## src/rtl/uart_pkg.sv

```systemverilog
// uart_pkg: state encoding and default frame constants shared by uart_tx and uart_rx
package uart_pkg;
    typedef enum logic [1:0] {IDLE, START, DATA, STOP} state_t;
    localparam int UART_OVERSAMPLE = 16;
    localparam int UART_DATA_BITS  = 8;
    localparam int UART_SB_TICK    = 16;
endpackage

```

## src/rtl/uart_tx.sv

```systemverilog
// uart_tx: serialises one frame per accepted request, timed by an external oversampled baud tick
module uart_tx
    import uart_pkg::*;
#(
    parameter int DATA_BITS  = UART_DATA_BITS,
    parameter int OVERSAMPLE = UART_OVERSAMPLE,
    parameter int SB_TICK    = UART_SB_TICK
) (
    input  logic                 clk,
    input  logic                 rst,
    input  logic                 tick,
    input  logic                 tx_start,
    input  logic [DATA_BITS-1:0] din,
    output logic                 tx,
    output logic                 tx_busy,
    output logic                 tx_done_tick
);
    localparam int MAXT = OVERSAMPLE > SB_TICK ? OVERSAMPLE : SB_TICK;
    localparam int CW = MAXT > 1 ? $clog2(MAXT) : 1;
    localparam int BW = DATA_BITS > 1 ? $clog2(DATA_BITS) : 1;
    localparam logic [CW-1:0] OS_LAST  = CW'(OVERSAMPLE - 1);
    localparam logic [CW-1:0] SB_LAST  = CW'(SB_TICK - 1);
    localparam logic [BW-1:0] BIT_LAST = BW'(DATA_BITS - 1);
    state_t               state;
    logic [CW-1:0]        cnt;
    logic [BW-1:0]        idx;
    logic [DATA_BITS-1:0] sh;
    always_ff @(posedge clk) begin
        if (rst) begin
            state        <= IDLE;
            tx           <= 1'b1;
            tx_busy      <= 1'b0;
            tx_done_tick <= 1'b0;
            cnt          <= '0;
            idx          <= '0;
            sh           <= '0;
        end else begin
            tx_done_tick <= 1'b0;
            case (state)
                IDLE: begin
                    tx <= 1'b1;
                    if (tx_start) begin
                        sh      <= din;
                        cnt     <= '0;
                        tx      <= 1'b0;
                        tx_busy <= 1'b1;
                        state   <= START;
                    end
                end
                START: if (tick) begin
                    if (cnt == OS_LAST) begin
                        cnt   <= '0;
                        idx   <= '0;
                        tx    <= sh[0];
                        state <= DATA;
                    end else cnt <= cnt + 1'b1;
                end
                DATA: if (tick) begin
                    if (cnt == OS_LAST) begin
                        cnt <= '0;
                        sh  <= sh >> 1;
                        // tx leads the shift so the next bit appears on the boundary edge
                        if (idx == BIT_LAST) begin
                            tx    <= 1'b1;
                            state <= STOP;
                        end else begin
                            tx  <= sh[1];
                            idx <= idx + 1'b1;
                        end
                    end else cnt <= cnt + 1'b1;
                end
                STOP: if (tick) begin
                    if (cnt == SB_LAST) begin
                        cnt          <= '0;
                        tx_busy      <= 1'b0;
                        tx_done_tick <= 1'b1;
                        state        <= IDLE;
                    end else cnt <= cnt + 1'b1;
                end
                default: state <= IDLE;
            endcase
        end
    end
endmodule

```

## config.mk

```make
export PLATFORM = sky130hd
export DESIGN_NAME = uart_tx
export DESIGN_NICKNAME = d
export VERILOG_FILES = /design/src/rtl/uart_pkg.sv /design/src/rtl/uart_tx.sv
export SDC_FILE = /design/constraint.sdc
export NUM_CORES = 1
export LEC_CHECK = 0
export ABC_AREA = 0
export CELL_PAD_IN_SITES_DETAIL_PLACEMENT = 0
export CELL_PAD_IN_SITES_GLOBAL_PLACEMENT = 1
export CORE_MARGIN = 2
export CORE_UTILIZATION = 44
export CTS_CLUSTER_SIZE = 8
export DETAILED_ROUTE_END_ITERATION = 6
export GPL_TIMING_DRIVEN = 0
export PLACE_DENSITY_LB_ADDON = 0.25
export SLEW_MARGIN = 25
export SYNTH_ARGS = -nofsm -noshare
export SYNTH_HDL_FRONTEND = slang
export SYNTH_SLANG_ARGS = --single-unit
```

## constraint.sdc

```tcl
create_clock -name clk -period 4.95 [get_ports clk]
set_clock_uncertainty 0.05 [all_clocks]
set_input_delay 0.7425 -clock clk [delete_from_list [all_inputs] [get_ports clk]]
set_output_delay 0.7425 -clock clk [all_outputs]
set_load 0.05 [all_outputs]
```

### Word-level counts from Yosys, hierarchy flattened

Cells that the tools add are included.

* bits in registers: 20
* bits of input ports: 12
* output and inout port bits: 3

* $add $sub $neg: 2
* equal/unequal tests: 15
* muxes and demuxes: 35
* bitwise gates (word level): 2
* reductions and logical operators: 13

Operators with widths (number)
* $mux 8: 3
* $ne 2x2->1 const B: 9
* $mux 2: 8
* $pmux 8 s2: 1
* $mux 3: 5
* $mux 4: 3
* $mux 1: 10
* $pmux 2 s4: 1
* $pmux 4 s2: 1
* $reduce_and 4->1: 2
* $reduce_and 8->1: 1
* $pmux 3 s2: 1
* $reduce_and 6->1: 1
* $reduce_bool 2->1: 3
* $reduce_or 3->1: 2
* $reduce_and 5->1: 1
* $add 4x1->4 const B: 1
* $eq 2x2->1 const B: 2
* $eq 4x4->1 const B: 1
* $add 3x1->3 const B: 1
* $eq 3x3->1 const B: 1
* $pmux 1 s3: 1
* $reduce_bool 3->1: 1
* $eq 2x1->1 const B: 1
* 5 further kinds: 6

### Longest topological paths before layout

* word-level depth: 5
* gate-level depth with buffers: 8
* depth with buffers taken out: 6

### Worst setup path before layout

No wires, ideal clock.

* kind: flip-flop to flip-flop
* from: reg state[0]
* to: reg sh[2]
* arrival time: 1.724 ns
* data required time: 4.821 ns
* setup slack: 3.097 ns
* cell stages (with the launch flop): 8
* clock period less this slack: 1.853 ns
* cells stage by stage: dfxtp_1 inv_1 ha_1 nor2b_1 a2111oi_4 buf_6 nor2_1 a211oi_2

* cells in the longest elaborated chain, start to end: 3

Ends and longest elaborated chain
* from (decl): line uart_tx.sv:24 `state_t state;`
* from (signal assigned): line uart_tx.sv:30 `state <= IDLE;`
* from (signal assigned): line uart_tx.sv:47 `state <= START;`
* from (signal assigned): line uart_tx.sv:55 `state <= DATA;`
* $eq 2x2->1 / $logic_not 2->1 (equally long branches): line uart_tx.sv:39 `case (state)`
* $ne 2x2->1 (no line) / $reduce_bool 2->1 (equally long branches)
* $reduce_and 4->1 (no line)
* to (signal assigned): line uart_tx.sv:43 `sh <= din;`
* to (signal assigned): line uart_tx.sv:61 `sh <= sh >> 1;`
* to (decl): line uart_tx.sv:27 `logic [DATA_BITS-1:0] sh;`

Parallel ways exist; a longest one is shown, timed or not.
A chain may end at the register's enable or synchronous reset.

### Worst setup path after layout

* from: reg tx_busy
* to: out tx_busy

RTL lines
* from (decl): line uart_tx.sv:15 `output logic tx_busy,`
* from (signal assigned): line uart_tx.sv:32 `tx_busy <= 1'b0;`
* from (signal assigned): line uart_tx.sv:46 `tx_busy <= 1'b1;`
* from (signal assigned): line uart_tx.sv:75 `tx_busy <= 1'b0;`

No word-level cell between the ends.

==> impl_metrics.csv <==
group,metric,value,unit
job,drv_cap,0,
global_routing,grt_pass1_vias,929,
clock_network,cts_max_level,1,
placed_design,dp_hpwl,1860,um
setup_path,rr_startpoint,"state[1]$_SDFFE_PP0P_",
clock_network,hold_buffers,0,
global_routing,grtUsageTotal,17.9,%
setup_path,critPathTopFamily,"buffers and inverters",
sta,finalCriticalPeriod,2.27,ns
yosys,netlist_instances,131,
setup_path,cpPeakStageDelay,0.80,ns
placed_design,portBuffers,13,
setup_path,regToRegSetupSlack,2.84,ns
min_path,hp-class,"reg -> reg",
clock_network,cts_tree,"yes",
power_and_ir_drop,p_per_area,510,nW/um^2
route,wl_per_cell,13.8,um
setup_path,critPathKind,"reg -> out",
sta,tns,0,ns
floorplanning,die-area,3110,sq um
yosys,syn_avg_cell_area,9.02,sq um
yosys,synth_top_area_cell,"dfxtp_1",
route,ant_nets,0,
setup_path,timing.rr.end,"sh[4]$_SDFFE_PP0P_",
layout,fin_cells,178,
floorplanning,die_w,55.8,um
setup_path,cp_slowest_cell,"clkdlybuf4s50_1",
layout,nets,171,
power_and_ir_drop,peakVddDrop,0.386,mV
clock_network,clkTransAtPathRegs,0.12,ns
yosys,yosys_warnings,0,
setup_path,endpoint_kind,"output port",
route,dr_total_vias,1005,
sta,setup_viol_count_final,0,
sta,slew_headroom,54.3,%
yosys,synth_cell_types,41,
layout,drive_above_1_share,10.8,%
floorplanning,ios,15,
clock_network,cts_buffers,3,
setup_path,crit_path_start,"tx_busy$_SDFFE_PP0P_",
setup_path,path_cells,"clkdlybuf4s50_1",
sta,finalHoldViolCount,0,
global_routing,grt_pass1_wl,4440,um
layout,diodes,0,
floorplanning,rows,18,
route,routed_wl,2460,um
yosys,ys_async_sr_fraction,0,%
yosys,synth_top_area_share,33.9,%
setup_path,cp.depth,1,
route,firstDrtPassIters,4,
yosys,syn-num-nets,153,
route,drc,0,
clock_network,cts-resized-gates,0,
clock_network,clk_path_buf_depth,2,
route,first_iter_violations,17,
yosys,synth.area.top_cells,"dfxtp_1, ha_1, mux2i_1",
global_routing,antenna_found_initial,0,
yosys,synth_top_family_by_area,"compound AO/OA/AOI/OAI gates",
yosys,yosys.area_share.adder,10.6,%
yosys,synth_simple_gate_area_share,17.9,%
power_and_ir_drop,p_leak,0.513,nW
route,met1_length,1230,um
setup_path,critPathArrivalTime,1.48,ns
yosys,synth_edf_count,0,
setup_path,r2r_cells,8,
clock_network,cts_sinks,20,
layout,syn2layout_area_growth,17.3,%
floorplanning,core_area,2500,sq um
route,met3_length,90,um
floorplanning,start_util,47.2,%
yosys,synth.cell_area,1180,sq um
yosys,synth_compound_area_share,25.5,%
sta,post-route-period-util,45.9,%
clock_network,postCtsSetupBuffers,0,
sta,max_freq,440,MHz
setup_path,critical_path_required,4.16,ns
sta,rsz0062_at_grt,"no",
placed_design,gp_congestion,0.786,
yosys,synth_xor_area_share,0,%
run_status,status,"finished clean",
route,via_per_inst,5.65,
sta,worst_pin_slew,0.686,ns
setup_path,worst-path-buf-inv,1,
setup_path,cp-endpoint,"tx_busy",
clock_network,clockRootBuffer,"clkbuf_4",
setup_path,worstPathMaxFanout,3,
yosys,synth_flop_cell,"dfxtp_1",
clock_network,clk_latency,0.31,ns
floorplanning,die_h,55.8,um
global_routing,grt_max_degree,12,
global_routing,grt_overflow,0,
route,highest_layer,"met4",
setup_path,start_kind,"register",
yosys,ys_seq_area_share,33.9,%
placed_design,place_inst,174,
yosys,synthMuxAreaShare,6.78,%
sta,drv_slew,0,
yosys,synth-seq-cells,20,
route,dr_wl_met2,1100,um
## flip-flops by register name, summed over array words and instances (netlist names)
name,count
sh,8
cnt,4
idx,3
state,2
tx,1
tx_busy,1
tx_done_tick,1
## worst min path at each step
stage,depth (start not counted),from,endpoint
CTS,2,idx[2]$_SDFFE_PP0P_,idx[2]$_SDFFE_PP0P_
global placement,2,idx[1]$_SDFFE_PP0P_,idx[1]$_SDFFE_PP0P_
floorplan,2,idx[1]$_SDFFE_PP0P_,idx[1]$_SDFFE_PP0P_
detailed placement,2,idx[2]$_SDFFE_PP0P_,idx[2]$_SDFFE_PP0P_
finish,2,idx[2]$_SDFFE_PP0P_,idx[2]$_SDFFE_PP0P_
global route,2,idx[1]$_SDFFE_PP0P_,idx[1]$_SDFFE_PP0P_
## synthesized netlist by cell type (all sizes together) (2+ instances only)
master  count
a21oi      10
o21ai       5
a211oi      8
nand2       5
inv         7
nand3       5
clkbuf      2
nor2       14
dfxtp      20
o211ai      2
nor2b       4
nor3b       2
mux2i       8
nor3        2
o21a        2
buf         5
ha         10
## routing by layer
layer	up-vias	track usage, %
li1	513	-
met3	4	4.88
met2	14	27.4
met5	-	0
met4	0	6.12
met1	474	24.4
## layout make-up
cell class	instances	area, sq um
buffer	7	36.3
clock buffer	4	36.3
fill	252	1110
inverter	7	26.3
multi-input combinational	97	718
sequential	20	400
tap	30	37.5
timing repair buffer	13	130
## through the flow
step           hold WS (ns)  instance area, sq um  utilization (%)  setup WS [ns]  power (mW)
2_1_floorplan         0.397                  1180                -           3.10       0.529
4_1_cts               0.435                  1390             55.4           2.66       0.713
5_1_grt               0.454                  1390             55.4           2.59       0.767
3_3_place_gp          0.408                  1350             54.0           2.52       0.597
3_5_place_dp          0.418                  1350             54.0           2.48       0.612
6_report              0.427                  1390             55.4           2.68       0.706
## where the power goes
group / switching, mW / internal (mW)
logic: 0.209 / 0.161
clock network: 0.0539 / 0.0450
registers: 0.0312 / 0.206
total: 0.294 / 0.412
## layout by cell type (no fill, tap or decap), drive strengths merged, types with 2 or more instances in the layout
cell            n
dfxtp          20
nor2           14
clkdlybuf4s50  13
a21oi          10
ha             10
mux2i           8
a211oi          8
inv             7
clkbuf          6
o21ai           5
nand2           5
nand3           5
buf             5
nor2b           4
o21a            2
nor3            2
nor3b           2
o211ai          2
## cells by family (layout without fill, tap and decap cells)
family          after synthesis  after routing
compound gates               39             39
fa+ha+maj                    10             10
mux                           8              8
flops                        20             20
simple gates                 40             40
buf+inv                      14             31
Power figures use the tool's default switching activity.
